**src/rtl/riscv_pkg.sv**
```systemverilog
// Shared RISC-V opcode constants and fetch FSM encoding used by the front end and decoder.
package riscv_pkg;

    localparam logic [6:0] OP_R      = 7'b0110011;
    localparam logic [6:0] OP_LOAD   = 7'b0000011;
    localparam logic [6:0] OP_STORE  = 7'b0100011;
    localparam logic [6:0] OP_BRANCH = 7'b1100011;
    localparam logic [6:0] OP_IMM    = 7'b0010011;
    localparam logic [6:0] OP_JALR   = 7'b1100111;
    localparam logic [6:0] OP_JAL    = 7'b1101111;

    localparam logic [31:0] NOP_INSTR = 32'h0000_0013;

    typedef enum logic [1:0] {
        REQ  = 2'd0,
        WAIT = 2'd1,
        FULL = 2'd2
    } fetch_state_e;

endpackage

```
**src/rtl/fetch_queue.sv**
```systemverilog
// Two-entry {instr, pc} FIFO; entry 0 is always the head, so a pop shifts entry 1 down.
module fetch_queue
    import riscv_pkg::*;
#(
    parameter int              XLEN     = 32,
    parameter int              DEPTH    = 2,
    parameter logic [XLEN-1:0] RESET_PC = '0
) (
    input  logic            clk,
    input  logic            rst_n,
    input  logic            push_i,
    input  logic            pop_i,
    input  logic            flush_i,
    input  logic [XLEN-1:0] push_instr_i,
    input  logic [XLEN-1:0] push_pc_i,
    output logic [XLEN-1:0] head_instr_o,
    output logic [XLEN-1:0] head_pc_o,
    output logic            full_o,
    output logic            empty_o
);

    logic [XLEN-1:0] instr_q [2];
    logic [XLEN-1:0] pc_q    [2];
    logic [1:0]      cnt_q;
    logic            wr, rd;

    assign full_o       = (cnt_q == 2'(DEPTH));
    assign empty_o      = (cnt_q == 2'd0);
    assign rd           = pop_i && !empty_o;
    assign wr           = push_i && (!full_o || rd);
    assign head_instr_o = instr_q[0];
    assign head_pc_o    = pc_q[0];

    always_ff @(posedge clk) begin
        if (!rst_n) begin
            cnt_q      <= 2'd0;
            instr_q[0] <= NOP_INSTR;
            instr_q[1] <= NOP_INSTR;
            pc_q[0]    <= RESET_PC;
            pc_q[1]    <= RESET_PC;
        end else if (flush_i) begin
            cnt_q <= 2'd0;
        end else begin
            if (rd && cnt_q == 2'd2) begin
                instr_q[0] <= instr_q[1];
                pc_q[0]    <= pc_q[1];
            end
            // New word lands at the head when the queue is (or is about to become) empty.
            if (wr) begin
                if (cnt_q == 2'd0 || (cnt_q == 2'd1 && rd)) begin
                    instr_q[0] <= push_instr_i;
                    pc_q[0]    <= push_pc_i;
                end else begin
                    instr_q[1] <= push_instr_i;
                    pc_q[1]    <= push_pc_i;
                end
            end
            cnt_q <= cnt_q + {1'b0, wr} - {1'b0, rd};
        end
    end

endmodule

```
**src/rtl/fetch_unit.sv**
```systemverilog
// Instruction fetch front end: PC, single-outstanding imem request, 2-entry queue, redirect flush.
// Optional FETCH_PERF_CNT_EN adds perf_fetched / perf_stall counters.
module fetch_unit
    import riscv_pkg::*;
#(
    parameter int              XLEN     = 32,
    parameter logic [XLEN-1:0] RESET_PC = 32'h0000_0000,
    parameter int              QDEPTH   = 2
) (
    input  logic            clk,
    input  logic            rst_n,
    output logic            imem_req_valid,
    input  logic            imem_req_ready,
    output logic [XLEN-1:0] imem_addr,
    input  logic            imem_resp_valid,
    input  logic [XLEN-1:0] imem_resp_data,
    input  logic            redirect_valid,
    input  logic [XLEN-1:0] redirect_pc,
    output logic            instr_valid,
    input  logic            instr_ready,
    output logic [XLEN-1:0] instr,
    output logic [XLEN-1:0] instr_pc,
`ifdef FETCH_PERF_CNT_EN
    output logic [31:0]     perf_fetched,
    output logic [31:0]     perf_stall,
`endif
    output logic [6:0]      opcode
);

    fetch_state_e    state_q;
    logic [XLEN-1:0] pc_q;
    logic            drop_q, req_q;
    logic            accept, push, pop, q_empty, q_full;
    logic [XLEN-1:0] head_instr;
    logic            unused_rpc_bits;

    assign unused_rpc_bits = ^redirect_pc[1:0];

    assign accept = req_q && imem_req_ready;
    assign pop    = instr_valid && instr_ready && !redirect_valid;
    assign push   = (state_q == WAIT) && imem_resp_valid && !drop_q && !redirect_valid;

    fetch_queue #(.XLEN(XLEN), .DEPTH(QDEPTH), .RESET_PC(RESET_PC)) u_queue (
        .clk         (clk),
        .rst_n       (rst_n),
        .push_i      (push),
        .pop_i       (pop),
        .flush_i     (redirect_valid),
        .push_instr_i(imem_resp_data),
        .push_pc_i   (pc_q),
        .head_instr_o(head_instr),
        .head_pc_o   (instr_pc),
        .full_o      (q_full),
        .empty_o     (q_empty)
    );

    assign imem_req_valid = req_q;
    assign imem_addr      = pc_q;
    assign instr_valid    = !q_empty;
    assign instr          = q_empty ? NOP_INSTR : head_instr;
    assign opcode         = instr[6:0];

    always_ff @(posedge clk) begin
        if (!rst_n) begin
            state_q <= REQ;
            pc_q    <= RESET_PC;
            drop_q  <= 1'b0;
            req_q   <= 1'b0;
        end else if (redirect_valid) begin
            pc_q <= {redirect_pc[XLEN-1:2], 2'b00};
            // Park in WAIT while a stale response is still owed; a response landing now settles it.
            if ((drop_q && !imem_resp_valid) ||
                (!drop_q && ((state_q == WAIT && !imem_resp_valid) || accept))) begin
                drop_q  <= 1'b1;
                state_q <= WAIT;
                req_q   <= 1'b0;
            end else begin
                drop_q  <= 1'b0;
                state_q <= REQ;
                req_q   <= 1'b1;
            end
        end else begin
            case (state_q)
                REQ: begin
                    if (accept) begin
                        state_q <= WAIT;
                        req_q   <= 1'b0;
                    end else begin
                        req_q <= 1'b1;
                    end
                end
                WAIT: begin
                    if (imem_resp_valid) begin
                        if (drop_q) begin
                            drop_q  <= 1'b0;
                            state_q <= REQ;
                            req_q   <= 1'b1;
                        end else begin
                            pc_q <= pc_q + XLEN'(4);
                            if (q_empty || pop) begin
                                state_q <= REQ;
                                req_q   <= 1'b1;
                            end else begin
                                state_q <= FULL;
                            end
                        end
                    end
                end
                FULL: begin
                    if (pop) begin
                        state_q <= REQ;
                        req_q   <= 1'b1;
                    end
                end
                default: begin
                    state_q <= REQ;
                    req_q   <= 1'b0;
                end
            endcase
        end
    end

`ifdef FETCH_PERF_CNT_EN
    logic [31:0] fetched_q, stall_q;

    always_ff @(posedge clk) begin
        if (!rst_n) begin
            fetched_q <= 32'd0;
            stall_q   <= 32'd0;
        end else begin
            if (push)              fetched_q <= fetched_q + 32'd1;
            if (state_q == FULL)   stall_q   <= stall_q + 32'd1;
        end
    end

    assign perf_fetched = fetched_q;
    assign perf_stall   = stall_q;
`endif

    logic unused_full;
    assign unused_full = q_full;

endmodule

```
**config.mk**
```make
export PLATFORM = sky130hd
export DESIGN_NAME = fetch_unit
export DESIGN_NICKNAME = d
export VERILOG_FILES = /design/src/rtl/riscv_pkg.sv /design/src/rtl/fetch_queue.sv /design/src/rtl/fetch_unit.sv
export SDC_FILE = /design/constraint.sdc
export NUM_CORES = 1
export LEC_CHECK = 0
export CAP_MARGIN = 20
export CORE_ASPECT_RATIO = 1.1
export CORE_MARGIN = 1.5
export CORE_UTILIZATION = 45
export DETAILED_ROUTE_END_ITERATION = 6
export PLACE_DENSITY = 0.72
export SETUP_SLACK_MARGIN = 0.05
export SLEW_MARGIN = 20
export SYNTH_ARGS = -nofsm -noshare
export SYNTH_HDL_FRONTEND = slang
export SYNTH_HIERARCHICAL = 1
export SYNTH_SLANG_ARGS = --single-unit
```
**constraint.sdc**
```tcl
create_clock -name clk -period 9.2 [get_ports clk]
set_clock_uncertainty 0.05 [all_clocks]
set_input_delay 1.84 -clock clk [delete_from_list [all_inputs] [get_ports clk]]
set_output_delay 1.84 -clock clk [all_outputs]
set_load 0.05 [all_outputs]
```
* Yosys cells after proc, flatten, opt, wreduce, memory -nomap -nowiden
Memories as Yosys holds them, arrays and structs flattened.
Cells that the tools add are included.
** Operators by class
- Muxes and demuxes :: 46
- Bitwise logic cells :: 8
- Reductions and logical operators :: 33
- Equality and inequality tests :: 9
- Add/subtract/negate cells :: 3
** Operators with widths (count)
- 32-bit 2-to-1 mux :: 11
- 32-bit by 3-bit adder with 32-bit output (second input constant) :: 1
- 1-bit 2-to-1 mux :: 27
- 1-bit logical AND :: 13
- 2-bit 2-to-1 mux :: 6
- 3-bit AND reduction :: 4
- 3-bit inequality test (second input constant) :: 3
- 1-bit bitwise OR :: 6
- 2-bit case mux with 3 select lines :: 1
- 1-bit logical NOT :: 5
- 1-bit logical OR :: 5
- 2-bit by 1-bit == test with 1-bit output (second input constant) :: 2
- 2-bit == test (second input constant) :: 2
- 2-bit logical NOT :: 2
- 4-bit by 3-bit inequality test with 1-bit output (second input constant) :: 1
- 2-bit nonzero test :: 2
- 1-bit case mux with 3 select lines :: 1
- 2-bit by 1-bit adder with 2-bit output :: 1
- 2-bit inequality test (second input constant) :: 1
- 1-bit inverter :: 2
- 2-bit AND reduction :: 1
- 2-bit OR reduction :: 1
- 2-bit by 1-bit subtractor with 2-bit output :: 1
** Word-level totals
- Word-level logic and storage cells :: 107
- Input bits :: 70
- Memories kept :: 2
- Register bits :: 38
- Bits in writable memories :: 128
** Memories
- u_queue.instr_q :: depth 2, bits a word 32, rd ports 2, clocked after Yosys merged registers in 0, wr ports 2, line fetch_queue.sv:22 : logic [XLEN-1:0] instr_q [2];
- u_queue.pc_q :: depth 2, bits a word 32, rd ports 2, clocked after Yosys merged registers in 0, wr ports 2, line fetch_queue.sv:23 : logic [XLEN-1:0] pc_q [2];

* Depth between registers and ports, before layout
- Depth in word-level cells :: 13
- Depth in mapped cells :: 12

* By module
The synthesis kept the hierarchy.
** By module, submodules not included
- fetch_queue :: cells each 388, area an instance 5808.1 um^2, instances 1
- fetch_unit :: cells each 284, area an instance 2297.2 um^2, instances 1

* Worst setup path after synthesis
OpenSTA, ideal clock, no wires.
- Path kind :: input -> register
- Start :: input port redirect_valid
- End :: memory u_queue.instr_q[1][0] (netlist: u_queue/instr_q[0][32]) (enable)
- Arrival :: 7.516 ns
- Slack :: 1.060 ns
- Stages :: 8
- Required time :: 8.576 ns
- Path buffers :: 3
- Path through :: clkbuf_1 -> clkinv_1 -> clkbuf_1 -> and3_1 -> buf_2 -> nor2b_1 -> a21oi_1 -> o21ai_0
** RTL lines
- start: declaration :: line fetch_unit.sv:17 : input logic redirect_valid,
- end: declaration :: line fetch_queue.sv:22

==> key figures <==
Status
  – Status: completed

Floorplan
  – DIE AREA: 0.0188 mm^2
  – Num ports: 175
  – Die H: 144 um
  – FP Rows: 51
  – Initial Utilization: 0.459
  – Die Span X: 131 um
  – Core area: 0.0177 mm^2

Routing
  – Post-DR wirelength/cell: 16.4 um
  – Via density: 5.26
  – Final wirelength: 16.5 mm
  – DRC: 0
  – Initial DRC Count: 258
  – First drt pass iteration count: 4
  – DR vias: 5286
  – Antenna Nets Post-Route: 0

STA
  – Fin. max-slew vios: 0
  – Final Hold Vio Count: 0
  – Peak Freq: 205 MHz
  – Fin Hold WS: 0.489 ns
  – Total negative slack: 0 ns
  – Fin crit share: 0.530
  – Slew headroom: 0.441
  – Setup violators final: 0
  – RSZ-0062 raised after global routing: false
  – Final worst path period need: 4.88 ns
  – Worst-Margin Slew: 0.838 ns

Setup path
  – Data arrival, critical path: 4.87 ns
  – Kind of critical path: in -> reg
  – Startpoint types: input pin
  – Critical path fanouts, max: 55
  – Critical path required time: 9.19 ns
  – Crit end category: register

Layout
  – Post-route insts no fill: 1005
  – # diodes: 0
  – Layout cell share with drive strength beyond 1: 0.0756
  – Layout area overhead: 22.8%
  – Nets: 831
  – FILL cells: 1486

Synthesis
  – Main synth FF type: edfxtp_1
  – Post-synthesis async set-or-reset flop share: 0
  – Count leader, synth: edfxtp_1
  – Yosys warning count: 6
  – Post-synth top area share: 0.474
  – Synth Instances: 672
  – Post-synthesis area per instance: 12.1 um^2
  – Register area share after synthesis: 0.563
  – Post-synth top cells: 128 x edfxtp_1, 73 x buf_4, 62 x nor3b_1
  – Mapped cell area: 0.00811 mm^2
  – Post-synth EDFFs: 128
  – Biggest area consumer among synthesized cells: edfxtp_1
  – Synthesized flop and latch total: 164
  – Synth top area cells: edfxtp_1 47%, dfxtp_1 8.9%, buf_4 6.8%, a22o_1 6.6%, nor3b_1 5.7%
  – Netlist cell types: 49

Place
  – IO Port Bufs: 170
  – Placed Cells: 974
  – Final Wtd Congestion: 0.788
  – Post-DP HPWL: 11.0 mm

Global route
  – Number of antenna violations at the first check in global routing: 0
  – Pin count of the biggest net entering global routing: 69
  – GRT Util Overall: 0.176
  – First-pass GRT wire length: 25.4 mm
  – Vias in the first global route: 4966
  – GRT overflow: 0

Clock network
  – # H-tree levels: 4
  – Inserted Clock Buffers: 17
  – CTS tree: yes
  – Clock slew at reported path FFs: 0.06 ns
  – Clock Tree Root: clkbuf_16
  – # hold bufs at CTS: 0
  – Worst skew pair latency: 0.42 ns
  – CTS sink count: 164
  – Post-CTS resize count: 0
  – Post-CTS Setup Repair Bufs: 0
  – CTS max path bufs: 2

Pwr
  – Lkg Pwr: 3.35 nW
  – Total power: 1.69 mW
  – VDD IR max: 0.124 mV
  – PwrDens: 170 mW/mm^2

Run
  – Max cap viols: 0

Hold path
  – Worst Hold Class: reg -> reg
-- per-layer routing --
layer / wire length [um] / track usage
met1: 7110 / 0.221
met2: 8350 / 0.297
met3: 800 / 0.0458
met4: 215 / 0.0578
met5: 0 / 0
-- registers in the layout, indices dropped and copies added, names as in the netlist --
| signal | count |
|---|---|
| imem_req_valid | 1 |
| imem_addr | 30 |
| u_queue/instr_q | 64 |
| drop_q | 1 |
| u_queue/cnt_q | 2 |
| state_q | 2 |
| u_queue/pc_q | 64 |
-- cell type report --
class,instances,area (um^2),area share
Sequential cell,164,4560,0.459
Tap cell,238,298,0.0299
Clock buffer,22,444,0.0446
Multi-Input combinational cell,373,2720,0.273
Inverter,20,75.1,0.00754
Timing Repair Buffer,179,1770,0.178
Clock inverter,9,83.8,0.00842
-- metrics by stage --
step / area [um^2] / utilization / setup WS, ns
after floorplan: 8120 / - / 1.06
after global placement: 9420 / 0.533 / 4.02
after detailed placement: 9420 / 0.533 / 3.90
after CTS: 9950 / 0.563 / 4.35
after global routing: 9950 / 0.563 / 4.16
final: 9950 / 0.563 / 4.32
-- worst paths after layout --
check / startpoint / endpoint / slack (ns) / depth (start not counted)
max reg2reg: state_q[1]$_SDFFE_PN0P_ / u_queue/pc_q[0][45]$_SDFFCE_PN0P_ / 5.88 / 7
min: u_queue/instr_q[0][52]$_SDFFCE_PN0P_ / u_queue/instr_q[0][20]$_SDFFCE_PN0P_ / 0.49 / 1
max: redirect_valid / u_queue/pc_q[0][45]$_SDFFCE_PN0P_ / 4.32 / 9
min reg2reg: u_queue/instr_q[0][52]$_SDFFCE_PN0P_ / u_queue/instr_q[0][20]$_SDFFCE_PN0P_ / 0.49 / 1
-- placed cells by master (no fill, tap or decap), types with 20 or more instances in the layout --
cell type / Yosys / layout
clkdlybuf4s50_1: 0 / 170
edfxtp_1: 128 / 128
nor3b_1: 62 / 61
a22o_1: 61 / 61
dfxtp_1: 36 / 36
nor2b_1: 35 / 35
o21ai_0: 33 / 31
xnor2_1: 27 / 27
a21oi_1: 27 / 27
nand2_1: 20 / 20
-- cell families (layout without fill, tap and decap cells) --
group           Yosys count  in the layout  synth area share
other cells               1              6          0.000463
mux                       3              3           0.00370
fa+ha+maj                 6              6           0.00926
simple gates            191            191             0.159
buf+inv                 140            230             0.109
compound gates          136            136             0.121
xor+xnor                 31             31            0.0335
flops                   164            164             0.563
-- power breakdown --
part / internal, mW / switching (mW) / total [mW]
Sequential: 0.830 / 0.0249 / 0.854
Clock: 0.370 / 0.271 / 0.640
Combinational: 0.0764 / 0.116 / 0.193
Total: 1.28 / 0.412 / 1.69
-- worst max-delay path, stage by stage --
cell	delay [ns]
clkdlybuf4s50_1	0.45
buf_4	0.23
clkinv_1	0.09
buf_4	0.28
and3_1	0.37
nor2b_1	0.29
a21oi_1	0.11
o21ai_4	0.54
buf_4	0.60
Note: power is estimated with default switching activity, not from simulation.
